===== src/rtl/video_mode_ctrl_if.sv =====
`default_nettype none
// +------------------------------------------------------------------+
// | video_mode_ctrl_if : capture-in / formatted-out bundle            |
// | rev 1.0                                                           |
// +------------------------------------------------------------------+
interface video_mode_ctrl_if;
    logic [1:0]  mode_req;
    logic        mode_req_vld;
    logic        rgb_de;
    logic        rgb_hsync;
    logic        rgb_vsync;
    logic [15:0] rgb_data;
    logic [7:0]  gray_data;
    logic        out_de;
    logic        out_hsync;
    logic        out_vsync;
    logic [15:0] out_data;
    logic [1:0]  mode_cur;
    logic [15:0] frame_cnt;
    logic        line_err;
    logic        frame_err;

    modport master (
        output mode_req, mode_req_vld, rgb_de, rgb_hsync, rgb_vsync, rgb_data, gray_data,
        input  out_de, out_hsync, out_vsync, out_data, mode_cur, frame_cnt, line_err, frame_err
    );

    modport slave (
        input  mode_req, mode_req_vld, rgb_de, rgb_hsync, rgb_vsync, rgb_data, gray_data,
        output out_de, out_hsync, out_vsync, out_data, mode_cur, frame_cnt, line_err, frame_err
    );
endinterface
`default_nettype wire


===== src/rtl/video_mode_ctrl.sv =====
`default_nettype none
// +------------------------------------------------------------------+
// | video_mode_ctrl : frame-synchronous RGB565/gray/binary selector   |
// | rev 1.0                                                           |
// +------------------------------------------------------------------+
module video_mode_ctrl #(
    parameter int         H_ACTIVE = 1024,
    parameter int         V_ACTIVE = 768,
    parameter int         LAT      = 3,
    parameter logic [7:0] BIN_TH   = 8'd128
) (
    input  logic             clk,
    input  logic             rst_n,
    video_mode_ctrl_if.slave bus
);
    localparam logic [10:0] H_CHK    = 11'(H_ACTIVE);
    localparam logic [11:0] V_CHK    = 12'(V_ACTIVE);
    localparam logic [10:0] PIX_MAX  = 11'h7FF;
    localparam logic [11:0] LINE_MAX = 12'hFFF;

    typedef enum logic [0:0] {WAIT_VS = 1'b0, RUN = 1'b1} state_t;

    state_t               state_q, state_d;
    logic [LAT-1:0]       de_sr_q, de_sr_d, hs_sr_q, hs_sr_d, vs_sr_q, vs_sr_d;
    logic [LAT-1:0][15:0] d_sr_q, d_sr_d;
    logic                 vs_prev_q, vs_prev_d, de_prev_q, de_prev_d;
    logic [1:0]           pending_q, pending_d, mode_cur_q, mode_cur_d;
    logic [10:0]          pix_cnt_q, pix_cnt_d;
    logic [11:0]          line_cnt_q, line_cnt_d;
    logic [15:0]          frame_cnt_q, frame_cnt_d;
    logic                 line_bad_q, line_bad_d, line_err_q, line_err_d;
    logic                 frame_err_q, frame_err_d;
    logic                 out_de_q, out_de_d, out_hs_q, out_hs_d, out_vs_q, out_vs_d;
    logic [15:0]          out_data_q, out_data_d;

    logic        de_a, hs_a, vs_a, vs_rise, de_fall, req_ok, run_eff;
    logic [15:0] d_a;
    logic [1:0]  mode_new, mode_eff;

    assign de_a     = de_sr_q[LAT-1];
    assign hs_a     = hs_sr_q[LAT-1];
    assign vs_a     = vs_sr_q[LAT-1];
    assign d_a      = d_sr_q[LAT-1];
    assign vs_rise  = vs_a & ~vs_prev_q;
    assign de_fall  = ~de_a & de_prev_q;
    assign req_ok   = bus.mode_req_vld & (bus.mode_req != 2'd3);
    // A request landing on the boundary cycle bypasses pending and owns the new frame.
    assign mode_new = req_ok ? bus.mode_req : pending_q;
    assign mode_eff = vs_rise ? mode_new : mode_cur_q;
    assign run_eff  = (state_q == RUN) | vs_rise;

    assign bus.out_de    = out_de_q;
    assign bus.out_hsync = out_hs_q;
    assign bus.out_vsync = out_vs_q;
    assign bus.out_data  = out_data_q;
    assign bus.mode_cur  = mode_cur_q;
    assign bus.frame_cnt = frame_cnt_q;
    assign bus.line_err  = line_err_q;
    assign bus.frame_err = frame_err_q;

    always_comb begin
        state_d     = state_q;
        de_sr_d     = de_sr_q;
        hs_sr_d     = hs_sr_q;
        vs_sr_d     = vs_sr_q;
        d_sr_d      = d_sr_q;
        pending_d   = pending_q;
        mode_cur_d  = mode_cur_q;
        pix_cnt_d   = pix_cnt_q;
        line_cnt_d  = line_cnt_q;
        frame_cnt_d = frame_cnt_q;
        line_bad_d  = 1'b0;
        line_err_d  = line_bad_q;
        frame_err_d = 1'b0;
        vs_prev_d   = vs_a;
        de_prev_d   = de_a;

        de_sr_d[0] = bus.rgb_de;
        hs_sr_d[0] = bus.rgb_hsync;
        vs_sr_d[0] = bus.rgb_vsync;
        d_sr_d[0]  = bus.rgb_data;
        for (int i = 1; i < LAT; i++) begin
            de_sr_d[i] = de_sr_q[i-1];
            hs_sr_d[i] = hs_sr_q[i-1];
            vs_sr_d[i] = vs_sr_q[i-1];
            d_sr_d[i]  = d_sr_q[i-1];
        end

        if (de_a) begin
            if (pix_cnt_q != PIX_MAX) pix_cnt_d = pix_cnt_q + 11'd1;
        end else begin
            pix_cnt_d = '0;
            if (de_fall) begin
                // Partial lines before the first frame boundary are not judged.
                line_bad_d = (state_q == RUN) && (pix_cnt_q != H_CHK);
                if (line_cnt_q != LINE_MAX) line_cnt_d = line_cnt_q + 12'd1;
            end
        end

        if (req_ok) pending_d = bus.mode_req;

        if (vs_rise) begin
            state_d    = RUN;
            mode_cur_d = mode_new;
            line_cnt_d = '0;
            if (state_q == RUN) begin
                frame_err_d = (line_cnt_q != V_CHK);
                frame_cnt_d = frame_cnt_q + 16'd1;
            end
        end

        out_hs_d   = hs_a;
        out_vs_d   = vs_a;
        out_de_d   = run_eff & de_a;
        out_data_d = '0;
        if (run_eff && de_a) begin
            case (mode_eff)
                2'd1:    out_data_d = {bus.gray_data[7:3], bus.gray_data[7:2], bus.gray_data[7:3]};
                2'd2:    out_data_d = (bus.gray_data >= BIN_TH) ? 16'hFFFF : 16'h0000;
                default: out_data_d = d_a;
            endcase
        end
    end

    always_ff @(posedge clk or negedge rst_n) begin
        if (!rst_n) begin
            state_q     <= WAIT_VS;
            de_sr_q     <= '0;
            hs_sr_q     <= '0;
            vs_sr_q     <= '0;
            d_sr_q      <= '0;
            vs_prev_q   <= 1'b0;
            de_prev_q   <= 1'b0;
            pending_q   <= 2'd0;
            mode_cur_q  <= 2'd0;
            pix_cnt_q   <= '0;
            line_cnt_q  <= '0;
            frame_cnt_q <= '0;
            line_bad_q  <= 1'b0;
            line_err_q  <= 1'b0;
            frame_err_q <= 1'b0;
            out_de_q    <= 1'b0;
            out_hs_q    <= 1'b0;
            out_vs_q    <= 1'b0;
            out_data_q  <= '0;
        end else begin
            state_q     <= state_d;
            de_sr_q     <= de_sr_d;
            hs_sr_q     <= hs_sr_d;
            vs_sr_q     <= vs_sr_d;
            d_sr_q      <= d_sr_d;
            vs_prev_q   <= vs_prev_d;
            de_prev_q   <= de_prev_d;
            pending_q   <= pending_d;
            mode_cur_q  <= mode_cur_d;
            pix_cnt_q   <= pix_cnt_d;
            line_cnt_q  <= line_cnt_d;
            frame_cnt_q <= frame_cnt_d;
            line_bad_q  <= line_bad_d;
            line_err_q  <= line_err_d;
            frame_err_q <= frame_err_d;
            out_de_q    <= out_de_d;
            out_hs_q    <= out_hs_d;
            out_vs_q    <= out_vs_d;
            out_data_q  <= out_data_d;
        end
    end
endmodule
`default_nettype wire


===== src/flat_wrapper.sv =====
// flat-port wrapper written by rule: the top's interface ports become plain ports
module video_mode_ctrl_flat 
#(
    parameter int         H_ACTIVE = 1024,
    parameter int         V_ACTIVE = 768,
    parameter int         LAT      = 3,
    parameter logic [7:0] BIN_TH   = 8'd128
)
  (clk, rst_n, bus_mode_req, bus_mode_req_vld, bus_rgb_de, bus_rgb_hsync, bus_rgb_vsync, bus_rgb_data, bus_gray_data, bus_out_de, bus_out_hsync, bus_out_vsync, bus_out_data, bus_mode_cur, bus_frame_cnt, bus_line_err, bus_frame_err);
  video_mode_ctrl_if bus_i ();
  input  logic clk;
  input  logic rst_n;
  input wire logic [$bits(bus_i.mode_req)-1:0] bus_mode_req;
  input wire logic [$bits(bus_i.mode_req_vld)-1:0] bus_mode_req_vld;
  input wire logic [$bits(bus_i.rgb_de)-1:0] bus_rgb_de;
  input wire logic [$bits(bus_i.rgb_hsync)-1:0] bus_rgb_hsync;
  input wire logic [$bits(bus_i.rgb_vsync)-1:0] bus_rgb_vsync;
  input wire logic [$bits(bus_i.rgb_data)-1:0] bus_rgb_data;
  input wire logic [$bits(bus_i.gray_data)-1:0] bus_gray_data;
  output wire logic [$bits(bus_i.out_de)-1:0] bus_out_de;
  output wire logic [$bits(bus_i.out_hsync)-1:0] bus_out_hsync;
  output wire logic [$bits(bus_i.out_vsync)-1:0] bus_out_vsync;
  output wire logic [$bits(bus_i.out_data)-1:0] bus_out_data;
  output wire logic [$bits(bus_i.mode_cur)-1:0] bus_mode_cur;
  output wire logic [$bits(bus_i.frame_cnt)-1:0] bus_frame_cnt;
  output wire logic [$bits(bus_i.line_err)-1:0] bus_line_err;
  output wire logic [$bits(bus_i.frame_err)-1:0] bus_frame_err;
  assign bus_i.mode_req = bus_mode_req;
  assign bus_i.mode_req_vld = bus_mode_req_vld;
  assign bus_i.rgb_de = bus_rgb_de;
  assign bus_i.rgb_hsync = bus_rgb_hsync;
  assign bus_i.rgb_vsync = bus_rgb_vsync;
  assign bus_i.rgb_data = bus_rgb_data;
  assign bus_i.gray_data = bus_gray_data;
  assign bus_out_de = bus_i.out_de;
  assign bus_out_hsync = bus_i.out_hsync;
  assign bus_out_vsync = bus_i.out_vsync;
  assign bus_out_data = bus_i.out_data;
  assign bus_mode_cur = bus_i.mode_cur;
  assign bus_frame_cnt = bus_i.frame_cnt;
  assign bus_line_err = bus_i.line_err;
  assign bus_frame_err = bus_i.frame_err;
  video_mode_ctrl #(.H_ACTIVE(H_ACTIVE), .V_ACTIVE(V_ACTIVE), .LAT(LAT), .BIN_TH(BIN_TH)) u_core (.clk(clk), .rst_n(rst_n), .bus(bus_i));
endmodule

===== config.mk =====
export PLATFORM = sky130hd
export DESIGN_NAME = video_mode_ctrl_flat
export DESIGN_NICKNAME = d
export VERILOG_FILES = /design/src/rtl/video_mode_ctrl_if.sv /design/src/rtl/video_mode_ctrl.sv /design/src/flat_wrapper.sv
export SDC_FILE = /design/constraint.sdc
export NUM_CORES = 1
export LEC_CHECK = 0
export ABC_AREA = 0
export CAP_MARGIN = 30
export CORE_AREA = 8 8 109 111
export DETAILED_ROUTE_END_ITERATION = 7
export DIE_AREA = 0 0 117 119
export GPL_TIMING_DRIVEN = 0
export PLACE_DENSITY_LB_ADDON = 0.1
export SKIP_LAST_GASP = 1
export SYNTH_ARGS = -nofsm -noshare
export SYNTH_HDL_FRONTEND = slang
export SYNTH_SLANG_ARGS = --single-unit

===== constraint.sdc =====
create_clock -name clk -period 2.4 [get_ports clk]
set_input_delay 0.48 -clock clk [delete_from_list [all_inputs] [get_ports clk]]
set_output_delay 0.48 -clock clk [all_outputs]
set_load 0.02 [all_outputs]

# Yosys cells after proc, flatten, opt, wreduce, memory -nomap -nowiden
# Cells that the tools add are included.
# word_totals
ff_bits,124
in_bits,32
out_inout_bits,39
wordCells,61
# op_classes
add_sub_neg,3
n_lt_le_gt_ge,1
n_eq_ne,9
mux,15
bitwise_logic,7
reduce_logical,6
# ops
cell,n
2-to-1 mux 12 bit,4
2-to-1 mux 16 bit,2
one-hot mux 16 bit (2 select lines),1
2-to-1 mux 11 bit,2
"!= test 11 bit, second input constant",2
"adder 16 x 1 -> 16 bit, second input constant",1
"adder 12 x 1 -> 12 bit, second input constant",1
"!= test 12 x 10 -> 1 bit, second input constant",1
"!= test 12 bit, second input constant",1
"adder 11 x 1 -> 11 bit, second input constant",1
"greater-or-equal comparator 8 bit, second input constant",1
"!= test 2 bit, second input constant",3
AND 1 bit,4
2-to-1 mux 1 bit,4
2-to-1 mux 2 bit,2
nonzero test 2 bit,2
AND reduction 3 bit,1
"== test 2 x 1 -> 1 bit, second input constant",1
"== test 2 bit, second input constant",1
logical AND 1 bit,2
NOT 1 bit,2
AND reduction 2 bit,1
bitwise OR 1 bit,1

# Depth between registers and ports, before layout
# Gate-level depths: netlist of the first run.
# logic_depth
ltp_word,7
ltp_mapped,9
ltp_nobuf,8

# Worst setup path after synthesis of the first run
# No wires, ideal clock.
# synth_path
path_kind,register to register
start,register u_core.vs_prev_q
end,register u_core.out_data_q[10] (netlist: u_core.bus.out_data[10])
setup_ns,0.137
t_arrival_ns,2.067
required_ns,2.263
setup_slack_ns,0.196
path_stages_with_launch,10
path_buffers,2
period_less_slack_ns,2.204
path_cell_list,dfrtp_1 nand2b_1 clkbuf_1 nand2_1 o21a_1 ha_1 clkbuf_1 a21oi_1 a21o_1 a21oi_1
# synth_between
elab_chain_cells,6
elab_cells_between_ends,9
cone_classes,eq/ne (2); mux (3); bitwise (3); reduce/logical (1)
# synth_lines
item,line,text
from (decl),video_mode_ctrl.sv:26,"logic vs_prev_q, vs_prev_d, de_prev_q, de_prev_d;"
from (signal assigned),video_mode_ctrl.sv:152,vs_prev_q <= vs_prev_d;
NOT 1 bit *,video_mode_ctrl.sv:44,assign vs_rise = vs_a & ~vs_prev_q;
AND 1 bit *,video_mode_ctrl.sv:44,
2-to-1 mux 2 bit,n/a,
== test 2 bit / == test 2 x 1 -> 1 bit (equally long branches),video_mode_ctrl.sv:117,case (mode_eff)
one-hot mux 16 bit (2 select lines),video_mode_ctrl.sv:117,
2-to-1 mux 16 bit *,video_mode_ctrl.sv:116,if (run_eff && de_a) begin
net u_core.out_data_d[10],video_mode_ctrl.sv:34,"logic [15:0] out_data_q, out_data_d;"
to (signal assigned),video_mode_ctrl.sv:165,out_data_q <= out_data_d;
to (decl),video_mode_ctrl.sv:34,
# Mark *: on every way through the listed nets, which the timed path passes. The rest lies on a longest branch.
# A chain may end at the register's enable or synchronous reset.

# Worst setup path after layout of the first run
# layout_path
start,register u_core.vs_prev_q
end,register u_core.out_data_q[11] (netlist: u_core.bus.out_data[11])
# The elaborated chain is that of the path after synthesis.

==> results of run 1 <==
-- cell families (layout without fill, tap and decap cells) --
family                     Yosys count  after routing
adders and majority gates            7              7
DFF                                124            124
buffers and inverters               36            137
xor gates and xnor gates            18             18
AOI/OAI and AO/OA                   61             61
and+or+nand+nor                    104            104
muxes                                3              3
-- cells in the final DEF (no fill, tap or decap), drive strengths merged, types with 5 or more instances in the layout --
master         netlist  routed
inv                 30      39
ha                   7       7
dfrtp              124     124
and3                13      13
or3                  5       5
nor4                 7       7
o21ai               13      13
a21o                 5       5
nor3                 6       6
a21oi               25      25
nand3               15      15
xnor2               13      13
nand2               19      19
xor2                 5       5
nor2                11      11
clkbuf               4      20
clkdlybuf4s50        0      67
nand4               14      14
-- how the worst min path moves through the flow --
stage	startpoint	cells past startpoint	slack, ns	to
after floorplan	rst_n	0	0.18	u_core.bus.frame_cnt[0]
after global placement	u_core.d_sr_d[33]	0	0.33	u_core.d_a[1]
after detailed placement	u_core.d_sr_d[44]	0	0.33	u_core.d_a[12]
after CTS	u_core.d_sr_d[47]	0	0.35	u_core.d_a[15]
after global routing	u_core.d_sr_d[44]	0	0.36	u_core.d_a[12]
final	u_core.d_sr_d[47]	0	0.35	u_core.d_a[15]
-- worst max-delay path, cell delays in order, from the launching register on --
cell	delay (ns)
dfrtp_1	0.39
nand2b_1	0.23
clkbuf_2	0.23
nand2_1	0.11
o21ai_0	0.11
ha_1	0.44
a21oi_2	0.30
a21o_1	0.21
a21oi_1	0.07
-- layout make-up --
cell class	count	area [um2]
plain buffers	5	25.0
clock buffers	17	414
clock inverters	15	148
fillers	866	4160
inverters	30	113
multi-input cells	193	1240
flip-flops and latches	124	3100
well taps	136	170
repair buffers	70	719
-- power by group through the flow --
stage	registers, mW	logic (mW)	clock network, mW
6_report	2.39	0.742	2.39
5_1_grt	2.42	0.812	2.55
4_1_cts	2.39	0.758	2.44
3_5_place_dp	2.43	0.748	0
3_3_place_gp	2.43	0.730	0
2_1_floorplan	2.53	0.219	0
-- what timing repair did --
action	4_1_cts	5_1_grt
gates cloned	0	0
hold buffers	1	0
hold endpoints to repair	51	0
endpoints found under the setup margin	16	15
resized for setup	3	0
-- registers in the layout (all words and copies together) (netlist names) --
name and count:
u_core.bus.frame_cnt 16, u_core.bus.frame_err 1, u_core.bus.line_err 1, u_core.bus.mode_cur 2, u_core.bus.out_data 16, u_core.bus.out_de 1
u_core.bus.out_hsync 1, u_core.d_a 16, u_core.d_sr_d 32, u_core.de_prev_q 1, u_core.de_sr_q 3, u_core.hs_sr_q 3
u_core.line_bad_q 1, u_core.line_cnt_q 12, u_core.pending_q 2, u_core.pix_cnt_q 11, u_core.state_q 1, u_core.vs_prev_q 1
u_core.vs_sr_q 3
-- metal layers --
layer  global-route usage  routed length [um]  vias up
met4               0.0536                 174        0
li1                     -                   -     1404
met3               0.0536                 596       16
met1                0.171                3800     1442
met5                    0                   0        -
met2                0.203                4030       78
-- stage by stage --
step           setup slack, ns  setup TNS, ns
2_1_floorplan            0.196              0
3_3_place_gp             -3.88        -487.57
3_5_place_dp            -0.545          -8.24
4_1_cts                 0.0559              0
5_1_grt                 0.0105              0
6_report                 0.173              0
-- cell usage after synthesis, types with 3 or more instances --
cell | n | area [um2]
dfrtp_1 | 124 | 3100
inv_1 | 30 | 113
a21oi_1 | 25 | 125
nand2_1 | 19 | 71.3
nand3_1 | 14 | 70.1
nand4_1 | 14 | 87.6
xnor2_1 | 13 | 114
o21ai_0 | 12 | 60.1
nor2_1 | 11 | 41.3
and3_1 | 10 | 62.6
ha_1 | 7 | 87.6
nor4_1 | 6 | 37.5
a21o_1 | 5 | 37.5
nor3_1 | 5 | 25.0
or3_1 | 5 | 31.3
xor2_1 | 5 | 43.8
a31oi_1 | 4 | 25.0
o31ai_1 | 4 | 30.0
clkbuf_1 | 3 | 11.3
nand2b_1 | 3 | 18.8
o21a_1 | 3 | 22.5
==> impl_metrics.json, run 1 <==
{
  "powerDensity_nw_per_um2": 931,
  "period_share": 0.928,
  "setup_viol": 0,
  "crit_type": "reg -> reg",
  "ys_ff_latch": 124,
  "n_antenna_cell": 0,
  "cts-root-buf": "clkbuf_8",
  "max_freq_mhz": 449,
  "drcViolationCount": 0,
  "grt_pass1_wl_um": 14700,
  "tritoncts": "done",
  "final-hold-violation-count": 0,
  "die_h_um": 119,
  "rows": 37,
  "setup.worst_path.end": "u_core.bus.out_data[11]",
  "grt.overflow.total": 0,
  "syn_avg_cell_area_um2": 12.7,
  "maxSlewHeadroom": 0.570,
  "synthXorXnorAreaFrac": 0.0352,
  "critPathLaunch": "u_core.vs_prev_q",
  "clock_power_share": 0.433,
  "io_pins": 71,
  "dpl.cell_count": 558,
  "start_util": 0.444,
  "synth_cell_type_count": 45,
  "placed_cell_area_um2": 5360,
  "area_growth_pct": 32.5,
  "synthesis.nets": 392,
  "synth-compound-area-share": 0.0811,
  "ant_nets": 0,
  "wire_per_inst_um": 14.6,
  "startpoint_type": "register",
  "viasPerCell": 4.98,
  "synthAdderAreaFrac": 0.0196,
  "synth.area.mux_share": 0.00699,
  "rrSetupSlack_ns": 0.17,
  "die-area_um2": 13900,
  "seqPwrFrac": 0.433,
  "status": "finished, final reports clean",
  "cap_viol_max_count": 0,
  "synth_top_family_by_area": "simple AND/OR/NAND/NOR gates",
  "antenna_found_initial": 0,
  "r2r-end": "u_core.bus.out_data[11]",
  "insertion_delay_ns": 0.51,
  "wirelength_um": 8590,
  "p_leak_nw": 2.67,
  "ir_worst_vdd_v": 0.000740,
  "critPathArrivalTime_ns": 2.60,
  "dr.first_iter.drc_count": 169,
  "grt_max_degree": 74,
  "core-area_um2": 10100,
  "synthSimpleGateAreaFrac": 0.133,
  "dpl.hpwl_um": 5920,
  "fin_area_um2": 5930,
  "grt_pass1_vias": 3057,
  "endpoint_kind": "register",
  "synth_edf_count": 0,
  "drv_slew": 0,
  "power_mw": 5.52,
  "gp_congestion": 0.793,
  "reg2regPathDepth": 8,
  "port_buffers": 68,
  "final_util": 0.588,
  "postCtsSetupBuffers": 0,
  "path_max_fanout": 10,
  "final_cells": 590,
  "netlist_instances": 353,
  "fin_skew_ns": 0.0107,
  "tightest_slew_ns": 0.640,
  "drive_gt1_frac": 0.108,
  "syn-cell-area_um2": 4480,
  "fin_hold_ws_ns": 0.346,
  "rsz0062_at_grt": "no",
  "min_period_ns": 2.23,
  "fin_nets": 480,
  "r2r-start": "u_core.vs_prev_q",
  "synth_ff_type": "dfrtp_1",
  "hold_path_class": "reg -> reg",
  "cts_sinks": 124,
  "p_sw_frac": 0.273,
  "firstDrtPassIters": 4,
  "htree_levels": 4,
  "pwr-share-comb": 0.134,
  "cp.required_ns": 2.77,
  "grt_util_all_layers": 0.135,
  "ys_warn_count": 0,
  "async_reset_ff_frac": 1.00,
  "ys_seq_area_frac": 0.693,
  "cts_made_buffers": 17,
  "intPower_mw": 4.01,
  "switchingPower_mw": 1.51,
  "die_w_um": 117,
  "routed-via-count": 2940,
  "clkSlewWorstSetupHoldPaths_ns": 0.06,
  "cts_max_path_buffers": 2
}
(Power assumes the default switching activity.)
==> run 2, diff against run 1 <==
CORE_AREA = 8 8 115 117   (was 8 8 109 111)
DIE_AREA = 0 0 123 125   (was 0 0 117 119)
==> run 2 against run 1 <==
Setup slack improved by 0.034 ns. Worst hold slack lost 0.33 ns. Global-route usage shrank 1.1 points. Final cell count grew 1.5%. Power increased by 4.2%. Combinational power is essentially flat. Via count down 2.4%. First-iteration DRC count is 18% lower. Clock power up 9.6%. Largest cell class unchanged. Largest power group is now the clock network.
==> impl_metrics.json, run 2 (synthesis results as in run 1) <==
{
  "max_freq_mhz": 456,
  "layout_common_cells": "124 x dfrtp_1, 67 x clkdlybuf4s50_1, 30 x inv_1",
  "die_h_um": 125,
  "io_pins": 71,
  "rsz0062_at_grt": "no",
  "port_buffers": 68,
  "setup_tns_ns": 0,
  "die_w_um": 123,
  "grt_pass1_wl_um": 14900,
  "drive_gt1_frac": 0.106,
  "cp.required_ns": 2.67,
  "fin_skew_ns": 0.00419,
  "path_max_fanout": 8,
  "maxSlewHeadroom": 0.572,
  "die-area_um2": 15400,
  "placed_cell_area_um2": 5370,
  "critPathArrivalTime_ns": 2.47,
  "routed.top_layer": "met4",
  "tightest_slew_ns": 0.636,
  "period_share": 0.914,
  "wirelength_um": 8680,
  "clkSlewWorstSetupHoldPaths_ns": 0.06,
  "viasPerCell": 4.79,
  "start_util": 0.386,
  "fin_area_um2": 5990,
  "drcViolationCount": 0,
  "status": "finished, final reports clean",
  "insertion_delay_ns": 0.40,
  "area_growth_pct": 33.8,
  "wire_per_inst_um": 14.5,
  "dpl.hpwl_um": 6010,
  "wl_met1_um": 3940,
  "drv_slew": 0,
  "gp_congestion": 0.814,
  "cts_made_buffers": 17,
  "dpl.cell_count": 569,
  "ir_worst_vdd_v": 0.000567,
  "fin_nets": 479,
  "multi_input_area_um2": 1250,
  "slowest_stage": "clkdlybuf4s50_1",
  "setup_slack_ns": 0.207,
  "p_leak_nw": 2.70,
  "dr.first_iter.drc_count": 139,
  "endpoint_kind": "register",
  "n_antenna_cell": 0,
  "dpl_worst_slack_ns": -0.500,
  "cap_viol_max_count": 0,
  "ant_nets": 0,
  "power_mw": 5.75,
  "routed-via-count": 2870,
  "dr_wl_met2_um": 4120,
  "path_delay_family": "compound AO/OA/AOI/OAI gates",
  "largest_reg_flops": 32,
  "grt.overflow.total": 0,
  "hold_path_class": "in -> async",
  "cts_max_path_buffers": 2,
  "cts_sinks": 124,
  "htree_levels": 4,
  "core-area_um2": 11600,
  "nFillCells": 1036,
  "min_period_ns": 2.19,
  "final-hold-violation-count": 0,
  "powerDensity_nw_per_um2": 960,
  "cp_cell_sequence": "clkdlybuf4s50_1 -> inv_1 -> o22ai_1 -> o21ai_0 -> ha_1 -> a21oi_4 -> a21o_1 -> a21oi_1",
  "hold_buffers": 0,
  "final_common_cell": "dfrtp_1",
  "cts-root-buf": "clkbuf_16",
  "tritoncts": "done",
  "seq_area_um2": 3100,
  "antenna_found_initial": 0,
  "postCtsSetupBuffers": 0,
  "slowest_delay_ns": 0.45,
  "grt_pass1_vias": 3019,
  "firstDrtPassIters": 4,
  "route.met3.wl_um": 474,
  "grt_util_all_layers": 0.125,
  "startpoint_type": "input pin",
  "rows": 40,
  "grt_max_degree": 73,
  "critPathBufInv": 2,
  "setup_viol": 0,
  "final_cells": 599,
  "crit_type": "in -> reg"
}
[run 2: metrics by stage]
| stage | util | hold WS (ns) |
|---|---|---|
| finish | 0.516 | 0.0187 |
| global route | 0.516 | 0.0559 |
| CTS | 0.516 | 0.0349 |
| detailed placement | 0.463 | 0.335 |
| global placement | 0.460 | 0.331 |
| floorplan | - | 0.184 |
[run 2: metal layers]
metal  up-vias  GRT usage
li1       1399          -
met1      1410      0.157
met2        49      0.187
met3        12     0.0450
met4         0     0.0574
met5         -          0
[run 2: cell type report]
type	count	share of cell area
Clock inverter	14	0.0311
Buffer	5	0.00418
Timing Repair Buffer	69	0.118
Inverter	30	0.0188
Sequential cell	124	0.518
Multi-Input combinational cell	193	0.208
Tap cell	147	0.0307
Clock buffer	17	0.0710
[run 2: final timing paths]
kind	slack, ns	cells after the start	to	startpoint
setup / recovery	0.21	8	u_core.bus.out_data[1]	bus_mode_req_vld
hold / removal	0.02	1	u_core.bus.frame_cnt[13]	rst_n
setup reg to reg	0.24	8	u_core.bus.out_data[1]	u_core.vs_prev_q
hold reg to reg	0.35	0	u_core.d_sr_d[47]	u_core.d_sr_d[31]
max in group asynchronous	1.68	2	u_core.d_a[2]	rst_n
min in group clk	0.35	0	u_core.d_sr_d[47]	u_core.d_sr_d[31]
[run 2: power by group]
group	switching, mW	internal (mW)	leakage (nW)
clock	0.964	1.65	0.293
sequential	0.125	2.27	1.55
combinational	0.399	0.344	0.858
total	1.49	4.26	2.70
[run 2: what timing repair did]
item,4_1_cts,5_1_grt
cloned,0,0
resized for setup,3,1
endpoints found under the setup margin,16,16
==> run 3, diff against run 2 <==
CORE_AREA = 8 8 109 111   (was 8 8 115 117)
DIE_AREA = 0 0 117 119   (was 0 0 123 125)
==> results of run 3 <==
Final layout, timing and power as in run 1 (identical DEF).
